$ cat src/rtl/spi_rx_deser.sv
// spi_rx_deser: oversampled SPI slave receive deserialiser, run-time SPI mode, valid/ready word output
// Define SPI_RX_SYNC_EN to add 2-flop synchronisers on sclk, cs_n and mosi.
module spi_rx_deser #(
  parameter int DATA_W     = 8,
  parameter int LSB_FIRST  = 0,
  parameter int MULTI_WORD = 1,
  parameter int CNT_W      = $clog2(DATA_W + 1)
) (
  input  logic              clk_in,
  input  logic              reset,
  input  logic              sclk,
  input  logic              cs_n,
  input  logic              mosi,
  input  logic              cpol,
  input  logic              cpha,
  output logic [DATA_W-1:0] rx_data,
  output logic              rx_valid,
  input  logic              rx_ready,
  output logic              busy,
  output logic [CNT_W-1:0]  bit_cnt,
  output logic              frame_err,
  output logic              overrun_err,
  input  logic              err_clr
);
  typedef enum logic [2:0] {IDLE, WAIT_CS, SHIFT, DONE, OVF_CHK, ERROR} state_t;
  state_t r_state, w_next;
  logic w_sclk, w_cs_n, w_mosi;
`ifdef SPI_RX_SYNC_EN
  logic [1:0] r_sclk_sync, r_cs_sync, r_mosi_sync;
  always_ff @(posedge clk_in) begin
    r_sclk_sync <= {r_sclk_sync[0], sclk};
    r_cs_sync   <= {r_cs_sync[0], cs_n};
    r_mosi_sync <= {r_mosi_sync[0], mosi};
  end
  assign w_sclk = r_sclk_sync[1];
  assign w_cs_n = r_cs_sync[1];
  assign w_mosi = r_mosi_sync[1];
`else
  assign w_sclk = sclk;
  assign w_cs_n = cs_n;
  assign w_mosi = mosi;
`endif
  logic r_sclk_cur, r_sclk_prev, r_cpol, r_cpha;
  logic [DATA_W-1:0] r_shift;
  logic w_edge, w_shift, w_ferr, w_load, w_ovr;
  // modes 1 and 2 sample on the falling edge, modes 0 and 3 on the rising edge
  assign w_edge = (r_cpol ^ r_cpha) ? (~r_sclk_cur & r_sclk_prev) : (r_sclk_cur & ~r_sclk_prev);
  assign w_load = (r_state == DONE) & (~rx_valid | rx_ready);
  assign w_ovr  = (r_state == DONE) & rx_valid & ~rx_ready;
  assign busy   = (r_state == SHIFT) | (r_state == DONE);
  always_comb begin
    w_next  = r_state;
    w_shift = 1'b0;
    w_ferr  = 1'b0;
    case (r_state)
      IDLE:    w_next = WAIT_CS;
      WAIT_CS: w_next = w_cs_n ? WAIT_CS : SHIFT;
      SHIFT: begin
        if (w_cs_n) begin
          w_next = (bit_cnt == '0) ? IDLE : ERROR;
          w_ferr = (bit_cnt != '0);
        end else if (w_edge) begin
          w_shift = 1'b1;
          w_next  = (bit_cnt == CNT_W'(DATA_W - 1)) ? DONE : SHIFT;
        end
      end
      DONE:    w_next = w_cs_n ? IDLE : ((MULTI_WORD != 0) ? SHIFT : OVF_CHK);
      OVF_CHK: begin
        w_next = w_cs_n ? IDLE : (w_edge ? ERROR : OVF_CHK);
        w_ferr = ~w_cs_n & w_edge;
      end
      ERROR:   w_next = w_cs_n ? IDLE : ERROR;
      default: w_next = IDLE;
    endcase
  end
  always_ff @(posedge clk_in) begin
    if (reset) r_state <= IDLE;
    else r_state <= w_next;
  end
  always_ff @(posedge clk_in) begin
    if (reset) begin
      r_sclk_cur  <= w_sclk;
      r_sclk_prev <= w_sclk;
      r_cpol      <= 1'b0;
      r_cpha      <= 1'b0;
      r_shift     <= '0;
      bit_cnt     <= '0;
      rx_data     <= '0;
      rx_valid    <= 1'b0;
      frame_err   <= 1'b0;
      overrun_err <= 1'b0;
    end else begin
      r_sclk_cur  <= w_sclk;
      r_sclk_prev <= r_sclk_cur;
      if (r_state == IDLE) begin
        r_shift <= '0;
        bit_cnt <= '0;
        r_cpol  <= cpol;
        r_cpha  <= cpha;
      end else if (w_shift) begin
        r_shift <= (LSB_FIRST != 0) ? {w_mosi, r_shift[DATA_W-1:1]} : {r_shift[DATA_W-2:0], w_mosi};
        bit_cnt <= bit_cnt + CNT_W'(1);
      end else if (r_state == DONE) begin
        bit_cnt <= '0;
      end
      if (w_load) rx_data <= r_shift;
      rx_valid    <= w_load | (rx_valid & ~rx_ready);
      frame_err   <= w_ferr | (frame_err & ~err_clr);
      overrun_err <= w_ovr | (overrun_err & ~err_clr);
    end
  end
endmodule

$ cat config.mk
export PLATFORM = sky130hd
export DESIGN_NAME = spi_rx_deser
export DESIGN_NICKNAME = d
export VERILOG_FILES = /design/src/rtl/spi_rx_deser.sv
export SDC_FILE = /design/constraint.sdc
export NUM_CORES = 1
export LEC_CHECK = 0
export CAP_MARGIN = 20
export CORE_UTILIZATION = 50
export CTS_CLUSTER_SIZE = 25
export DETAILED_ROUTE_END_ITERATION = 7
export PLACE_DENSITY_LB_ADDON = 0.15
export SLEW_MARGIN = 5
export SYNTH_ARGS = -nofsm -noshare
export SYNTH_HDL_FRONTEND = slang
export SYNTH_SLANG_ARGS = --single-unit
$ cat constraint.sdc
create_clock -name clk_in -period 1.9 [get_ports clk_in]
set_input_delay 0.285 -clock clk_in [delete_from_list [all_inputs] [get_ports clk_in]]
set_output_delay 0.285 -clock clk_in [all_outputs]
set_load 0.03 [all_outputs]
==> flow_summary.json <==
{
  "outcome": "finished clean",
  "nets": 176,
  "slowest_delay_ns": 0.52,
  "cts_tree": "built",
  "netlist_top_cells_count": "dfxtp_1, mux2i_1, nor2_1",
  "yosysWarningCount": 0,
  "criticalPathCategory": "flop to output port",
  "wl_mm": 2.60,
  "dr.pass1.iters": 4,
  "grt_pass1_wl_mm": 4.26,
  "drv_slew": 0,
  "endpoint_kind": "output port",
  "cp.required_ns": 1.62,
  "initial_core_util": 0.532,
  "dieArea_um2": 2850,
  "core-area_um2": 2480,
  "synth_edf_count": 0,
  "syn_to_final_growth_pct": 27.8,
  "worst_slew_pin_slew_ns": 0.690,
  "cts_setup_buffers": 0,
  "cp_cell_sequence": "nand2b_1 > inv_1 > dlygate4sd2_1",
  "die_height_um": 53.4,
  "clock_latency_ns": 0.32,
  "yosysMostFrequentCell": "dfxtp_1",
  "htreeDepth": 2,
  "holdBufCountCts": 0,
  "dp_slack_ns": -0.100,
  "max_slew_margin": 0.538,
  "ys_types": 36,
  "grt_use_total": 0.217,
  "portBuffers": 24,
  "rsz0062_at_grt": "no",
  "final-setup-viol-count": 0,
  "stdcell_count": 196,
  "grt_max_degree": 13,
  "p_per_area_nw_per_um2": 693,
  "fin_skew_ns": 0.00942,
  "drcViolationCount": 0,
  "synth.avg_cell_area_um2": 9.84,
  "synth.yosys.seq_area_share": 0.455,
  "yosysTopAreaCell": "dfxtp_1",
  "dpl.hpwl_mm": 1.94,
  "crit_fanout": 9,
  "drtIter0Drc": 19,
  "finalWeightedCongestion": 0.762,
  "drv_cap": 0,
  "finalCritPeriodShare": 0.927,
  "place_inst": 188,
  "fin_ws_ns": 0.138,
  "syn-instance-count": 134,
  "cts.clk_slew.worst_paths_ns": 0.08,
  "ioPinCount": 25,
  "cp-start-kind": "flop",
  "p_leak_nw": 0.600,
  "min_period_ns": 1.76,
  "die_w_um": 53.4,
  "cts_sinks": 30,
  "synth_seq_cells": 30,
  "max_freq_ghz": 0.568,
  "synth_top_area_frac": 0.455,
  "slowest_stage": "dfxtp_1",
  "finalHoldViolCount": 0,
  "async_flop_share": 0,
  "clockBufferDepth": 2,
  "irDropWorstVdd_mv": 0.658,
  "cts_root_buffer": "clkbuf_4",
  "diodes": 0,
  "hp-class": "primary input to flop",
  "grt_pass1_vias": 1043,
  "ys.flop_type": "dfxtp_1",
  "critPathArrivalTime_ns": 1.48,
  "vias": 1057,
  "gr-total-overflow": 0,
  "syn_area_um2": 1320,
  "ant_nets": 0,
  "wl_per_cell_um": 13.3,
  "rows": 18,
  "final_layout_size_suffix_gt1_frac": 0.157,
  "antenna_found_initial": 0,
  "synth_area_leaders": "dfxtp_1, mux2i_1, nor2_1",
  "routed_via_density": 5.39,
  "cts_inserted_buffers": 5,
  "synth_nets": 145
}
## metrics by stage
step / util / TNS [ns] / cell area [µm²] / total power, mW / hold WS, ns
6_report: 0.680 / 0 / 1690 / 1.17 / 0.434
5_1_grt: 0.680 / 0 / 1690 / 1.22 / 0.408
4_1_cts: 0.680 / 0 / 1690 / 1.18 / 0.416
3_5_place_dp: 0.657 / -0.118 / 1630 / 0.791 / 0.455
3_3_place_gp: 0.657 / 0 / 1630 / 0.787 / 0.434
2_1_floorplan: - / 0 / 1320 / 0.749 / 0.313
## placed cells by master, fill, tap and decap left out, types with 2 or more instances in the layout
cell	synthesis	final
a21oi_1	6	6
a31oi_1	2	2
buf_4	0	7
clkbuf_4	0	5
clkdlybuf4s50_1	0	23
dfxtp_1	30	30
ha_1	2	2
inv_1	5	5
mux2_2	3	3
mux2i_1	18	18
nand2_1	12	12
nand2b_1	2	2
nand3b_1	2	2
nand4_1	2	2
nor2_1	14	14
nor2b_1	3	3
nor3b_1	3	3
nor4b_2	2	2
o211ai_1	2	2
o31ai_1	2	2
## where the power goes
part	internal, mW	switching [mW]	total, mW
clock	0.179	0.214	0.393
sequential	0.639	0.0166	0.656
combinational	0.0616	0.0577	0.119
## worst max-delay path, delay by kind of cell, from the launching register on
kind / cells / cell delay, ns
DFF: 1 / 0.52
and+or+nand+nor: 1 / 0.12
buffers and inverters: 2 / 0.53
## layer usage
layer,share of wire,vias up,GRT usage
met2,0.54,20,0.379
li1,-,526,-
met5,0,-,0
met3,0.032,2,0.0920
met4,0.0050,0,0.0965
met1,0.43,509,0.221
## worst paths after layout
check	endpoint	start	slack (ns)	cells after the start
worst min-delay path	r_sclk_cur$_DFF_P_	sclk	0.43	1
worst min register to register	frame_err$_SDFF_PP0_	frame_err$_SDFF_PP0_	0.46	2
worst max register to register	bit_cnt[3]$_SDFFE_PP0P_	r_state[0]$_SDFFE_PP0P_	0.19	4
worst max-delay path	busy	r_state[1]$_SDFFE_PP0P_	0.14	3
## what timing repair did
| action | CTS | global route |
|---|---|---|
| endpoints found under the setup margin | 1 | 0 |
| gates resized for setup | 1 | 0 |
| hold endpoints to repair | 0 | 0 |
## final cells by class
type	count	area (µm²)
clock buffer	7	55.1
clock inverter	1	5.00
tap	30	37.5
inverter	5	18.8
timing repair buffer	32	312
sequential	30	601
multi-input combinational	91	657
fill	212	792
## logic make-up (layout without fill, tap and decap cells)
kind of cell	after synthesis	after routing	share of synthesized area
AO/OA/AOI/OAI	17	17	0.0854
XOR/XNOR	1	1	0.0123
adder cells (fa/ha/maj)	2	2	0.0190
buffers and inverters	13	45	0.0465
flip-flops	30	30	0.455
multiplexers	22	22	0.173
AND/OR/NAND/NOR	49	49	0.209
## sequential cells by signal, indices dropped and copies added, names as in the netlist
| register | cells |
|---|---|
| bit_cnt | 4 |
| overrun_err | 1 |
| r_sclk_cur | 1 |
| r_shift | 8 |
| r_sclk_prev | 1 |
| r_state | 3 |
| rx_valid | 1 |
| r_cpha | 1 |
| rx_data | 8 |
| frame_err | 1 |
| r_cpol | 1 |
(Power assumes the default switching activity.)
